`src/rtl/countdown_timer_pkg.sv`:
```
// Shared types and constants for the countdown timer.
package countdown_timer_pkg;

  localparam int unsigned DefaultWidth = 16;

  typedef enum logic [1:0] {
    StIdle   = 2'd0,
    StRun    = 2'd1,
    StExpire = 2'd2
  } state_e;

endpackage

```
`src/rtl/countdown_timer_if.sv`:
```
// Load handshake, control strobes and status outputs of the countdown timer.
interface countdown_timer_if
  import countdown_timer_pkg::*;
#(
  parameter int unsigned WIDTH = DefaultWidth
);
  logic             tick_i;
  logic             load_valid_i;
  logic             load_ready_o;
  logic [WIDTH-1:0] load_val_i;
  logic             periodic_i;
  logic             stop_i;
  logic             irq_clr_i;
  logic [WIDTH-1:0] q_o;
  logic             busy_o;
  logic             expire_o;
  logic             irq_o;

  modport master (
    output tick_i, load_valid_i, load_val_i, periodic_i, stop_i, irq_clr_i,
    input  load_ready_o, q_o, busy_o, expire_o, irq_o
  );

  modport slave (
    input  tick_i, load_valid_i, load_val_i, periodic_i, stop_i, irq_clr_i,
    output load_ready_o, q_o, busy_o, expire_o, irq_o
  );
endinterface

```
`src/rtl/countdown_timer.sv`:
```
// Loadable down-counter with one-shot/periodic expiry and sticky interrupt.
// Define COUNTDOWN_TIMER_AUTORELOAD_EN to enable periodic auto-reload.
module countdown_timer
  import countdown_timer_pkg::*;
#(
  parameter int unsigned WIDTH = DefaultWidth
) (
  input logic               clk_i,
  input logic               rst_n_i,
  countdown_timer_if.slave  bus
);

  state_e           state_q, state_d;
  logic [WIDTH-1:0] count_q, count_d;
  logic             irq_q, irq_d;

`ifdef COUNTDOWN_TIMER_AUTORELOAD_EN
  logic [WIDTH-1:0] reload_q, reload_d;
  logic             periodic_q, periodic_d;
`else
  logic             unused_periodic;
  assign unused_periodic = bus.periodic_i;
`endif

  always_comb begin
    state_d = state_q;
    count_d = count_q;
    irq_d   = irq_q;
`ifdef COUNTDOWN_TIMER_AUTORELOAD_EN
    reload_d   = reload_q;
    periodic_d = periodic_q;
`endif
    unique case (state_q)
      StIdle: begin
        if (bus.load_valid_i) begin
          count_d = bus.load_val_i;
          state_d = (bus.load_val_i == '0) ? StExpire : StRun;
`ifdef COUNTDOWN_TIMER_AUTORELOAD_EN
          reload_d   = bus.load_val_i;
          periodic_d = bus.periodic_i;
`endif
        end
      end
      StRun: begin
        if (bus.stop_i) begin
          count_d = '0;
          state_d = StIdle;
        end else if (bus.tick_i) begin
          if (count_q > WIDTH'(1)) begin
            count_d = count_q - WIDTH'(1);
          end else begin
            count_d = '0;
            state_d = StExpire;
          end
        end
      end
      StExpire: begin
        count_d = '0;
        state_d = StIdle;
`ifdef COUNTDOWN_TIMER_AUTORELOAD_EN
        // A zero reload means the load was one-shot whatever periodic_i said.
        if (!bus.stop_i && periodic_q && (reload_q != '0)) begin
          count_d = reload_q;
          state_d = StRun;
        end
`endif
      end
      default: begin
        count_d = '0;
        state_d = StIdle;
      end
    endcase

    // Expiry wins over a clear arriving on the entry edge or during the pulse.
    if ((state_d == StExpire) || (state_q == StExpire)) begin
      irq_d = 1'b1;
    end else if (bus.irq_clr_i) begin
      irq_d = 1'b0;
    end
  end

  always_ff @(posedge clk_i) begin
    if (!rst_n_i) begin
      state_q <= StIdle;
      count_q <= '0;
      irq_q   <= 1'b0;
`ifdef COUNTDOWN_TIMER_AUTORELOAD_EN
      reload_q   <= '0;
      periodic_q <= 1'b0;
`endif
    end else begin
      state_q <= state_d;
      count_q <= count_d;
      irq_q   <= irq_d;
`ifdef COUNTDOWN_TIMER_AUTORELOAD_EN
      reload_q   <= reload_d;
      periodic_q <= periodic_d;
`endif
    end
  end

  assign bus.load_ready_o = (state_q == StIdle);
  assign bus.busy_o       = (state_q != StIdle);
  assign bus.expire_o     = (state_q == StExpire);
  assign bus.q_o          = count_q;
  assign bus.irq_o        = irq_q;

endmodule

```
`src/flat_wrapper.sv`:
```
// flat-port wrapper written by rule: the top's interface ports become plain ports
module countdown_timer_flat import countdown_timer_pkg::*;
#(
  parameter int unsigned WIDTH = DefaultWidth
)
  (clk_i, rst_n_i, bus_tick_i, bus_load_valid_i, bus_load_val_i, bus_periodic_i, bus_stop_i, bus_irq_clr_i, bus_load_ready_o, bus_q_o, bus_busy_o, bus_expire_o, bus_irq_o);
  countdown_timer_if #(.WIDTH(WIDTH)) bus_i ();
  input logic clk_i;
  input logic rst_n_i;
  input wire logic [$bits(bus_i.tick_i)-1:0] bus_tick_i;
  input wire logic [$bits(bus_i.load_valid_i)-1:0] bus_load_valid_i;
  input wire logic [$bits(bus_i.load_val_i)-1:0] bus_load_val_i;
  input wire logic [$bits(bus_i.periodic_i)-1:0] bus_periodic_i;
  input wire logic [$bits(bus_i.stop_i)-1:0] bus_stop_i;
  input wire logic [$bits(bus_i.irq_clr_i)-1:0] bus_irq_clr_i;
  output wire logic [$bits(bus_i.load_ready_o)-1:0] bus_load_ready_o;
  output wire logic [$bits(bus_i.q_o)-1:0] bus_q_o;
  output wire logic [$bits(bus_i.busy_o)-1:0] bus_busy_o;
  output wire logic [$bits(bus_i.expire_o)-1:0] bus_expire_o;
  output wire logic [$bits(bus_i.irq_o)-1:0] bus_irq_o;
  assign bus_i.tick_i = bus_tick_i;
  assign bus_i.load_valid_i = bus_load_valid_i;
  assign bus_i.load_val_i = bus_load_val_i;
  assign bus_i.periodic_i = bus_periodic_i;
  assign bus_i.stop_i = bus_stop_i;
  assign bus_i.irq_clr_i = bus_irq_clr_i;
  assign bus_load_ready_o = bus_i.load_ready_o;
  assign bus_q_o = bus_i.q_o;
  assign bus_busy_o = bus_i.busy_o;
  assign bus_expire_o = bus_i.expire_o;
  assign bus_irq_o = bus_i.irq_o;
  countdown_timer #(.WIDTH(WIDTH)) u_core (.clk_i(clk_i), .rst_n_i(rst_n_i), .bus(bus_i));
endmodule
```
`config.mk`:
```
export PLATFORM = sky130hd
export DESIGN_NAME = countdown_timer_flat
export DESIGN_NICKNAME = d
export VERILOG_FILES = /design/src/rtl/countdown_timer_pkg.sv /design/src/rtl/countdown_timer_if.sv /design/src/rtl/countdown_timer.sv /design/src/flat_wrapper.sv
export SDC_FILE = /design/constraint.sdc
export NUM_CORES = 1
export LEC_CHECK = 0
export ABC_CLOCK_PERIOD_IN_PS = 2900
export CELL_PAD_IN_SITES_DETAIL_PLACEMENT = 1
export CELL_PAD_IN_SITES_GLOBAL_PLACEMENT = 2
export CORE_UTILIZATION = 24
export DETAILED_ROUTE_END_ITERATION = 16
export PLACE_DENSITY = 0.86
export REMOVE_ABC_BUFFERS = 1
export SYNTH_ARGS = -nofsm -noshare
export SYNTH_HDL_FRONTEND = slang
export SYNTH_SLANG_ARGS = --single-unit
```
`constraint.sdc`:
```
create_clock -name clk_i -period 2.9 [get_ports clk_i]
set_clock_uncertainty 0.1 [all_clocks]
set_input_delay 0.87 -clock clk_i [delete_from_list [all_inputs] [get_ports clk_i]]
set_output_delay 0.87 -clock clk_i [all_outputs]
set_load 0.005 [all_outputs]
```
==> out/results.tsv <==
metric	value	unit
Die Area	0.00553	mm2
LEAKAGE	0.000665	uW
First DRT Iteration DRCs	145	
clock share of power	23.1	%
RSZ-0062 raised after global routing	no	
row count	25	
Worst Setup Path Type	in2reg	
Post-CTS Hold Fix Bufs	0	
number of global-route vias before repair	1430	
final WL	4.93	mm
sw frac	36.5	%
die height	74.3	um
most frequent cells in the layout	clkdlybuf4s50_1, dfxtp_1, a21oi_1, buf_4, nor2_1	
Worst Hold Margin	395	ps
First-pass DRT Iterations	4	
placer congestion estimate	0.825	
GRT overflow	0	
Netlist Area Pre-Place	0.00126	mm2
compound-gate portion of the synthesized area	27.3	%
Die Span X	74.3	um
initial antenna violation count	0	
core region area	0.00488	mm2
area added between synthesis and finish	47.9	%
DR DRC count	0	
PortBufs	41	
io pins	43	
Final Cycle Share	90.1	%
fmax	0.383	GHz
largest net degree at the start of global routing	16	
clock latency on the worst-skew pair	270	ps
kind of start point of the critical path	primary input	
VDD IR-drop max	0.000258	V
Clock Tree Root	clkbuf_8	
mux cell area share after synthesis	0	%
xor-xnor portion of the synthesized cell area	2.09	%
max-slew violations	0	
switching power	318	uW
clock sink count	19	
Post-Synthesis Cells	162	
most common cell after layout, fill and taps aside	clkdlybuf4s50_1	
main combinational cell family by area after synthesis	simple AND/OR/NAND/NOR gates	
internal power	552	uW
Post-DRT Antenna Nets	0	
dpl hpwl	3.71	mm
CP endpoint kind	flip-flop	
worst reg2reg setup slack	620	ps
Seq/Total Area, Yosys	30.3	%
Logic pwr share	39.8	%
CTS tree	built	
CTS clk-pin slew, worst paths	90	ps
Worst-Margin Slew	431	ps
unique cell type count in the Yosys netlist	50	
cts bufs inserted	3	
Async SR Flop Fraction	0	%
maxcap violations	0	
required time at the worst-slack endpoint	2990	ps
n_diodes	0	
Initial Util	25.7	%
Arr. time, crit path	2710	ps
Main synth FF type	dfxtp_1	
Synth Area in Adders	1.99	%
Sequential Power Share	37.1	%
number of synthesized flops with an enable pin	0	
number of vias per cell	5.49	
post-cts repair resize count	0	
Hold WC Path Type	reg2reg	
Net count, final	239	
Worst Hold Depth	2	
pwr/cell area	468	mW/mm2
first-pass GRT wire length	7.65	mm
FF+latch count, synth	19	
postcts setup bufs	0	
All-Layer GR Usage	18.4	%
layout cells sized above 1	11.3	%
Core Util, Final	38.1	%
outcome	finished clean	
H-tree depth	1	
# setup viols final	0	
Final min period	2610	ps
Post-Syn Area per Cell	7.75	um2
Max Buffers Root-to-Sink	2	
Max-slew headroom	71.0	%
CP max FO	9	
Avg WL per Cell	17.6	um
Reg2Reg Depth	7	
yosys synthesis warning count	0	
Synth Area in Simple Gates	33.4	%
via count	1538	
Fin. Hold Viols	0	
metal layers:
metal  routed length, um  global-route usage (%)  part of all wire [%]  vias up
li1                    -                       -                     -      739
met3                 343                    3.79                   7.0        2
met4                  21                    2.94                  0.43        0
met5                   0                       0                     0        -
met2                2260                    28.7                    46       64
met1                2310                    26.6                    47      733
cell families after synthesis:
| logic type | count (synthesis) |
|---|---|
| and+or+nand+nor | 74 |
| AOI/OAI and AO/OA | 50 |
| DFF | 19 |
| buffers and inverters | 14 |
| xor gates and xnor gates | 3 |
| adders and majority gates | 2 |
registers in the layout, summed over array words and instances, names as in the netlist:
signal,count
u_core.bus.irq_o,1
u_core.bus.q_o,16
u_core.state_q,2
critical path: stages:
cell and delay (ps):
clkdlybuf4s50_1 420, or3b_1 430, buf_4 200, a21o_1 210, or4_1 420, a31oi_1 150
power groups by stage:
stage          logic, uW  clock network (uW)  registers, uW
6_report             346                 201            323
5_1_grt              373                 216            329
4_1_cts              344                 205            323
3_5_place_dp         341                   0            329
3_3_place_gp         339                   0            328
2_1_floorplan        177                   0            321
Yosys cell counts (all sizes together), types with 2 or more instances:
cell type	n	area [um2]
or4	3	22.5
a21oi	15	78.8
a31oi	4	25.0
ha	2	25.0
nor2b	2	12.5
nor3	8	51.3
dfxtp	19	380
xnor2	3	26.3
or3b	2	17.5
inv	6	22.5
o32ai	2	17.5
a32oi	2	17.5
nand4	4	25.0
or3	4	31.3
o22ai	6	37.5
nor4	7	43.8
and3	7	45.1
clkbuf	3	11.3
nand3	11	55.1
o21ai	5	25.0
a221oi	2	17.5
nand2	9	33.8
buf	4	25.0
nor2	12	45.0
layout make-up:
cell class                 count  area (um2)
clock buffer                   3        41.3
timing repair buffer          54         508
clock inverter                 1        5.00
tap                           67        83.8
sequential                    19         380
fill                         621        3020
inverter                       7        26.3
multi-input combinational    129         813
per-stage QoR:
step	total power [uW]	TNS, ps	cell area (um2)	instances	setup WS [ps]
floorplan	498	-7.76	1220	155	-7.76
global placement	667	0	1810	276	72.5
detailed placement	671	0	1810	276	64.6
CTS	872	0	1860	280	308
global route	919	0	1860	280	183
finish	870	0	1860	280	288
worst paths after layout:
| path | from | to |
|---|---|---|
| max reg2reg | u_core.bus.q_o[0] | u_core.bus.q_o[12] |
| max | bus_stop_i | u_core.bus.q_o[4] |
| min reg2reg | u_core.bus.q_o[14] | u_core.bus.q_o[14] |
| min | u_core.bus.q_o[14] | u_core.bus.q_o[14] |
(Power assumes the default switching activity.)
